[src/rtl/sipo_block_buffer_if.sv]
// Stream bundle for the block buffer: word input side and block output side.
// slave is the buffer's view; master is the upstream producer plus absorb-stage consumer.
interface sipo_block_buffer_if #(
    parameter int WIDTH = 64,
    parameter int DEPTH = 17
);
    localparam int CW = $clog2(DEPTH + 1);

    logic                   in_valid;
    logic                   in_ready;
    logic [WIDTH-1:0]       in_data;
    logic                   in_last;
    logic                   out_valid;
    logic                   out_ready;
    logic [DEPTH*WIDTH-1:0] data_out;
    logic [CW-1:0]          out_count;
    logic                   out_last;

    modport slave (
        input  in_valid, in_data, in_last, out_ready,
        output in_ready, out_valid, data_out, out_count, out_last
    );

    modport master (
        output in_valid, in_data, in_last, out_ready,
        input  in_ready, out_valid, data_out, out_count, out_last
    );
endinterface

[src/rtl/sipo_block_buffer.sv]
// Serial-in/parallel-out block assembler: packs WIDTH-bit words into a DEPTH-word block
// held on a valid/ready output, with early close on in_last and zero fill of unused slots.
module sipo_block_slot #(
    parameter int WIDTH = 64
) (
    input  logic             clk,
    input  logic             rst,
    input  logic             wr_en,
    input  logic             clr,
    input  logic [WIDTH-1:0] wr_data,
    output logic [WIDTH-1:0] word
);
    logic [WIDTH-1:0] word_d, word_q;

    // A write in the release cycle lands the first word of the next block, so it beats the clear.
    always_comb begin
        word_d = word_q;
        if (wr_en)    word_d = wr_data;
        else if (clr) word_d = '0;
    end

    always_ff @(posedge clk or posedge rst) begin
        if (rst) word_q <= '0;
        else     word_q <= word_d;
    end

    assign word = word_q;
endmodule

module sipo_block_buffer #(
    parameter int WIDTH          = 64,
    parameter int DEPTH          = 17,
    parameter bit FIRST_WORD_MSB = 1'b1
) (
    input  logic                clk,
    input  logic                rst,
    sipo_block_buffer_if.slave  bus
);
    localparam int CW = $clog2(DEPTH + 1);

    typedef enum logic {FILL, HOLD} state_e;

    state_e                      state_d, state_q;
    logic   [CW-1:0]             wr_cnt_d, wr_cnt_q;
    logic   [CW-1:0]             count_d, count_q;
    logic                        last_d, last_q;
    logic                        acc, rel, closes;
    logic   [CW-1:0]             nxt_cnt;
    logic   [DEPTH-1:0][WIDTH-1:0] slot_word;

    assign bus.out_valid = (state_q == HOLD);
    assign bus.in_ready  = (state_q == FILL) || bus.out_ready;
    assign acc           = bus.in_valid && bus.in_ready;
    assign rel           = bus.out_valid && bus.out_ready;

    // wr_cnt_q is already 0 in HOLD, so a word accepted alongside a release goes to slot 0.
    assign nxt_cnt = wr_cnt_q + CW'(1);
    assign closes  = acc && ((nxt_cnt == CW'(DEPTH)) || bus.in_last);

    always_comb begin
        state_d  = state_q;
        wr_cnt_d = wr_cnt_q;
        count_d  = count_q;
        last_d   = last_q;
        if (rel) begin
            state_d = FILL;
            count_d = '0;
            last_d  = 1'b0;
        end
        if (acc) begin
            if (closes) begin
                state_d  = HOLD;
                wr_cnt_d = '0;
                count_d  = nxt_cnt;
                last_d   = bus.in_last;
            end else begin
                wr_cnt_d = nxt_cnt;
            end
        end
    end

    always_ff @(posedge clk or posedge rst) begin
        if (rst) begin
            state_q  <= FILL;
            wr_cnt_q <= '0;
            count_q  <= '0;
            last_q   <= 1'b0;
        end else begin
            state_q  <= state_d;
            wr_cnt_q <= wr_cnt_d;
            count_q  <= count_d;
            last_q   <= last_d;
        end
    end

    for (genvar i = 0; i < DEPTH; i++) begin : g_slot
        sipo_block_slot #(.WIDTH(WIDTH)) u_slot (
            .clk     (clk),
            .rst     (rst),
            .wr_en   (acc && (wr_cnt_q == CW'(i))),
            .clr     (rel),
            .wr_data (bus.in_data),
            .word    (slot_word[i])
        );
        if (FIRST_WORD_MSB) begin : g_msb
            assign bus.data_out[(DEPTH-i)*WIDTH-1 -: WIDTH] = slot_word[i];
        end else begin : g_lsb
            assign bus.data_out[(i+1)*WIDTH-1 -: WIDTH] = slot_word[i];
        end
    end

    assign bus.out_count = count_q;
    assign bus.out_last  = last_q;
endmodule

[src/flat_wrapper.sv]
// flat-port wrapper written by rule: the top's interface ports become plain ports
module sipo_block_buffer_flat 
#(
    parameter int WIDTH          = 64,
    parameter int DEPTH          = 17,
    parameter bit FIRST_WORD_MSB = 1'b1
)
  (clk, rst, bus_in_valid, bus_in_data, bus_in_last, bus_out_ready, bus_in_ready, bus_out_valid, bus_data_out, bus_out_count, bus_out_last);
  sipo_block_buffer_if #(.WIDTH(WIDTH), .DEPTH(DEPTH)) bus_i ();
  input  logic clk;
  input  logic rst;
  input wire logic [$bits(bus_i.in_valid)-1:0] bus_in_valid;
  input wire logic [$bits(bus_i.in_data)-1:0] bus_in_data;
  input wire logic [$bits(bus_i.in_last)-1:0] bus_in_last;
  input wire logic [$bits(bus_i.out_ready)-1:0] bus_out_ready;
  output wire logic [$bits(bus_i.in_ready)-1:0] bus_in_ready;
  output wire logic [$bits(bus_i.out_valid)-1:0] bus_out_valid;
  output wire logic [$bits(bus_i.data_out)-1:0] bus_data_out;
  output wire logic [$bits(bus_i.out_count)-1:0] bus_out_count;
  output wire logic [$bits(bus_i.out_last)-1:0] bus_out_last;
  assign bus_i.in_valid = bus_in_valid;
  assign bus_i.in_data = bus_in_data;
  assign bus_i.in_last = bus_in_last;
  assign bus_i.out_ready = bus_out_ready;
  assign bus_in_ready = bus_i.in_ready;
  assign bus_out_valid = bus_i.out_valid;
  assign bus_data_out = bus_i.data_out;
  assign bus_out_count = bus_i.out_count;
  assign bus_out_last = bus_i.out_last;
  sipo_block_buffer #(.WIDTH(WIDTH), .DEPTH(DEPTH), .FIRST_WORD_MSB(FIRST_WORD_MSB)) u_core (.clk(clk), .rst(rst), .bus(bus_i));
endmodule
[config.mk]
export PLATFORM = sky130hd
export DESIGN_NAME = sipo_block_buffer_flat
export DESIGN_NICKNAME = d
export VERILOG_FILES = /design/src/rtl/sipo_block_buffer_if.sv /design/src/rtl/sipo_block_buffer.sv /design/src/flat_wrapper.sv
export SDC_FILE = /design/constraint.sdc
export NUM_CORES = 2
export LEC_CHECK = 0
export CORE_AREA = 2 2 454 456
export CTS_CLUSTER_DIAMETER = 150
export DETAILED_ROUTE_END_ITERATION = 7
export DIE_AREA = 0 0 456 458
export PLACE_DENSITY = 0.52
export RECOVER_POWER = 50
export SYNTH_ARGS = -nofsm -noshare
export SYNTH_HDL_FRONTEND = slang
export SYNTH_SLANG_ARGS = --single-unit
[constraint.sdc]
create_clock -name clk -period 89.7 [get_ports clk]
set_clock_uncertainty 0.15 [all_clocks]
set_input_delay 8.97 -clock clk [delete_from_list [all_inputs] [get_ports clk]]
set_output_delay 8.97 -clock clk [all_outputs]
set_load 0.01 [all_outputs]
# Yosys cells after proc, flatten, opt, wreduce, memory -nomap -nowiden
# Index checks and enable logic that the tools add are counted.
# word_totals
regBits	1100
word_cells	108
out_inout_bits	1096
in_bits	69
# op_classes
bitwise_logic	1
muxes	28
n_reduce_logical	40
eq_ne	17
add_sub_neg	1
# ops
op	n
64-bit 2-to-1 mux	18
5-bit by 4-bit equality test with 1-bit output (second input constant)	8
2-bit nonzero test	17
5-bit by 3-bit equality test with 1-bit output (second input constant)	4
1-bit logical AND	20
5-bit 2-to-1 mux	4
5-bit by 2-bit equality test with 1-bit output (second input constant)	2
5-bit equality test (second input constant)	2
1-bit 2-to-1 mux	6
5-bit by 1-bit adder with 5-bit output (second input constant)	1
5-bit by 1-bit equality test with 1-bit output (second input constant)	1
5-bit zero test	1
1-bit logical OR	2
1-bit NOT	1

# Longest topological paths before layout
# depth
ltp_word	6
ltp_mapped	9
depth_no_buf	6

# Modules after synthesis
# A second synthesis with hierarchy kept.
# hier_totals
cells_unflattened	3721
hier_area_um2	43324.1
# modules_own_cells
module	seq_area_each_um2	n_inst	cells_each	area_each_um2
sipo_block_slot	1601.5	17	213	2496.1
sipo_block_buffer	300.3	1	100	889.6

# Least setup slack after synthesis
# Ideal clock, no wire load.
# synth_timing
kind	input to output
start	in bus_out_ready
end	out bus_in_ready
arrival_ns	9.270
stages	2
path_buffers	1
slack_ns	71.310
required_time_ns	80.580
cell_sequence	nand2b_1 > buf_4
# synth_between
elab_chain_cells	1
# synth_lines
element	line	rtl
start: declaration	flat_wrapper.sv:15	input wire logic [$bits(bus_i.out_ready)-1:0] bus_out_ready;
1-bit logical OR	sipo_block_buffer.sv:52	assign bus.in_ready = (state_q == FILL) || bus.out_ready;
end: declaration	flat_wrapper.sv:16	output wire logic [$bits(bus_i.in_ready)-1:0] bus_in_ready;
# No other way between the ends.

==> flow_summary.json <==
{
  "cts_setup_buffers": 0,
  "syn_nets": 3939,
  "setup_tns_ps": 0,
  "avgViaCountPerCell": 4.31,
  "worstSetupPathType": "in2async",
  "area_growth_pct": 41.2,
  "ios": 1165,
  "routed_wl_mm": 199,
  "numCtsBuffers": 132,
  "cts.repair.resized": 0,
  "yosys.cell_types.count": 35,
  "drt_first_iter_violations": 2712,
  "holdPathEnd": "u_core.g_slot[16].u_slot.word[18]",
  "seq_area_frac_synth_pct": 61.4,
  "fp.dieH_um": 458,
  "overflow": 0,
  "drv_slew": 949,
  "netlist_area_mm2": 0.0448,
  "mostFrequentLayoutCell": "nand2_1",
  "ys_warn_count": 0,
  "grt_usage_pct": 18.5,
  "cts_tree": "yes",
  "reg2reg_depth": 8,
  "r2r_slack_ps": 80350,
  "path_clk_slew_ps": 60,
  "ctsHoldBuffers": 0,
  "first_global_vias": 33800,
  "hold_path.class": "reg2reg",
  "drc": 0,
  "r2r_end": "u_core.g_slot[11].u_slot.word[24]",
  "critPathCaptureType": "asynchronous set/reset pin",
  "grt_antenna_before_repair": 14,
  "port_buffers": 1164,
  "htreeDepth": 4,
  "die_area_mm2": 0.209,
  "violations": "max-capacitance violations, max-slew violations",
  "start_util_pct": 22.0,
  "place_hpwl_mm": 138,
  "cp_data_required_time_ps": 90310,
  "cap_violations": 12,
  "final_nets": 5012,
  "antenna_left": 0,
  "syn_area_per_cell_um2": 11.6,
  "setup_violations": 0,
  "detail_route.wl_per_cell_um": 25.7,
  "timing.fmax_mhz": 44.7,
  "place.gp.congestion": 0.851,
  "utilization_pct": 31.1,
  "worstPathArrival_ps": 23010,
  "clock_sinks": 1100,
  "fp.coreArea_mm2": 0.204,
  "dr_total_vias": 33300,
  "power_per_cell_area_mw_per_mm2": 22.1,
  "period_minus_slack_ps": 22390,
  "layout_common_cells": "nand2_1, dfrtp_1, dlygate4sd3_1",
  "clk_latency_ps": 780,
  "rows": 166,
  "netlist_instances": 3864,
  "min_path_cells": 2,
  "synth_seq_cells": 1100,
  "cts_root_buffer": "clkbuf_16",
  "worst_pin_slew_ps": 8560,
  "fin_crit_sh_pct": 25.0,
  "drt_first_pass_iters": 6,
  "min_from": "u_core.g_slot[16].u_slot.word[18]",
  "slew_headroom_pct": -470,
  "die_w_um": 456,
  "p_leak_nw": 29.4,
  "ir_drop_mv": 0.0185,
  "path_max_fanout": 151,
  "outcome": "complete, but fails checks",
  "grt_pass1_wl_mm": 274,
  "worst_r2r_startpoint": "u_core.bus.out_valid",
  "layout-drive-gt1-share_pct": 5.99,
  "clock_path_buffers": 3,
  "grt_max_degree": 189,
  "rsz0062_at_grt": "false",
  "hold_violations": 0,
  "setup.worst_path.start_class": "primary input"
}
-- how the worst max path moves through the flow --
| stage | startpoint | to | depth (start not counted) |
|---|---|---|---|
| CTS | bus_out_ready | bus_in_ready | 3 |
| global placement | bus_out_ready | bus_in_ready | 3 |
| finish | rst | u_core.g_slot[12].u_slot.word[13] | 7 |
| floorplan | rst | u_core.bus.out_count[0] | 1 |
| global route | rst | u_core.g_slot[10].u_slot.word[12] | 7 |
| detailed placement | bus_out_ready | bus_in_ready | 3 |
-- stage by stage --
step	cells	cell area [um2]	worst slack [ps]	total power [W]	hold slack, ps
after floorplan	3864	44800	49610	0.000707	380
after global placement	7491	59000	69590	0.000889	356
after detailed placement	7491	59000	69580	0.000892	357
after CTS	7726	63400	69570	0.00144	367
after global routing	7728	63300	65020	0.00146	377
final	7738	63300	67310	0.00140	362
-- Yosys cell counts (all sizes together) --
| cell type | count | area share [%] |
|---|---|---|
| o22ai | 2 | 0.028 |
| nand2b | 4 | 0.056 |
| inv | 69 | 0.58 |
| nand3 | 7 | 0.078 |
| or3b | 1 | 0.020 |
| and3 | 3 | 0.042 |
| xor2 | 1 | 0.020 |
| clkbuf | 202 | 1.7 |
| o21ai | 133 | 1.5 |
| o211ai | 3 | 0.050 |
| nor2b | 1 | 0.014 |
| nand4 | 4 | 0.19 |
| dfrtp | 1100 | 61 |
| nor2 | 11 | 0.28 |
| nor3 | 4 | 0.045 |
| o311ai | 1 | 0.020 |
| mux2i | 960 | 21 |
| a22oi | 1 | 0.017 |
| nand2 | 1224 | 10 |
| o21a | 1 | 0.017 |
| nor4bb | 1 | 0.022 |
| a21oi | 2 | 0.022 |
| a221o | 1 | 0.022 |
| ha | 6 | 0.17 |
| and2 | 1 | 0.014 |
| xnor2 | 1 | 0.036 |
| nor4b | 1 | 0.020 |
| buf | 114 | 1.9 |
| o2111ai | 4 | 0.078 |
| clkinv | 1 | 0.0084 |
-- layout make-up --
type	count	area, um2
Fill cell	21000	140000
Multi-Input combinational cell	2378	15400
Tap cell	2688	3360
Antenna cell	12	30.0
Inverter	70	264
Sequential cell	1100	27500
Timing Repair Buffer	1255	12300
Clock buffer	200	3930
Clock inverter	35	434
-- metal layers --
metal	share of wire, %	vias up	global-route usage, %
met4	4.0	0	7.46
li1	-	14800	-
met1	38	17100	21.0
met3	6.8	298	5.16
met2	51	1084	32.5
met5	0	-	0
-- state kept, by name, summed over array words and instances, names as in the netlist --
name,flops
u_core.bus.out_count,5
u_core.bus.out_last,1
u_core.g_slot.u_slot.word,1088
u_core.bus.out_valid,1
u_core.wr_cnt_q,5
-- report_power, final --
group / switching (W) / internal [W]
clock: 0.000230 / 0.000314
sequential: 0.0000305 / 0.000552
combinational: 0.000160 / 0.000113
total: 0.000420 / 0.000979
-- worst max-delay path, cell delays in order --
cell           delay [ps]
dlygate4sd3_1         550
clkinvlp_2           2410
clkbuf_1             6010
clkbuf_1             2110
buf_4                 740
buf_4                 810
buf_4                 860
-- logic make-up after synthesis --
group / synth area share [%]
AOI/OAI and AO/OA: 1.74
xor gates and xnor gates: 0.0558
adders and majority gates: 0.167
buffers and inverters: 4.21
DFF: 61.4
muxes: 21.4
and+or+nand+nor: 11.0
Note: power is estimated with default switching activity, not from simulation.
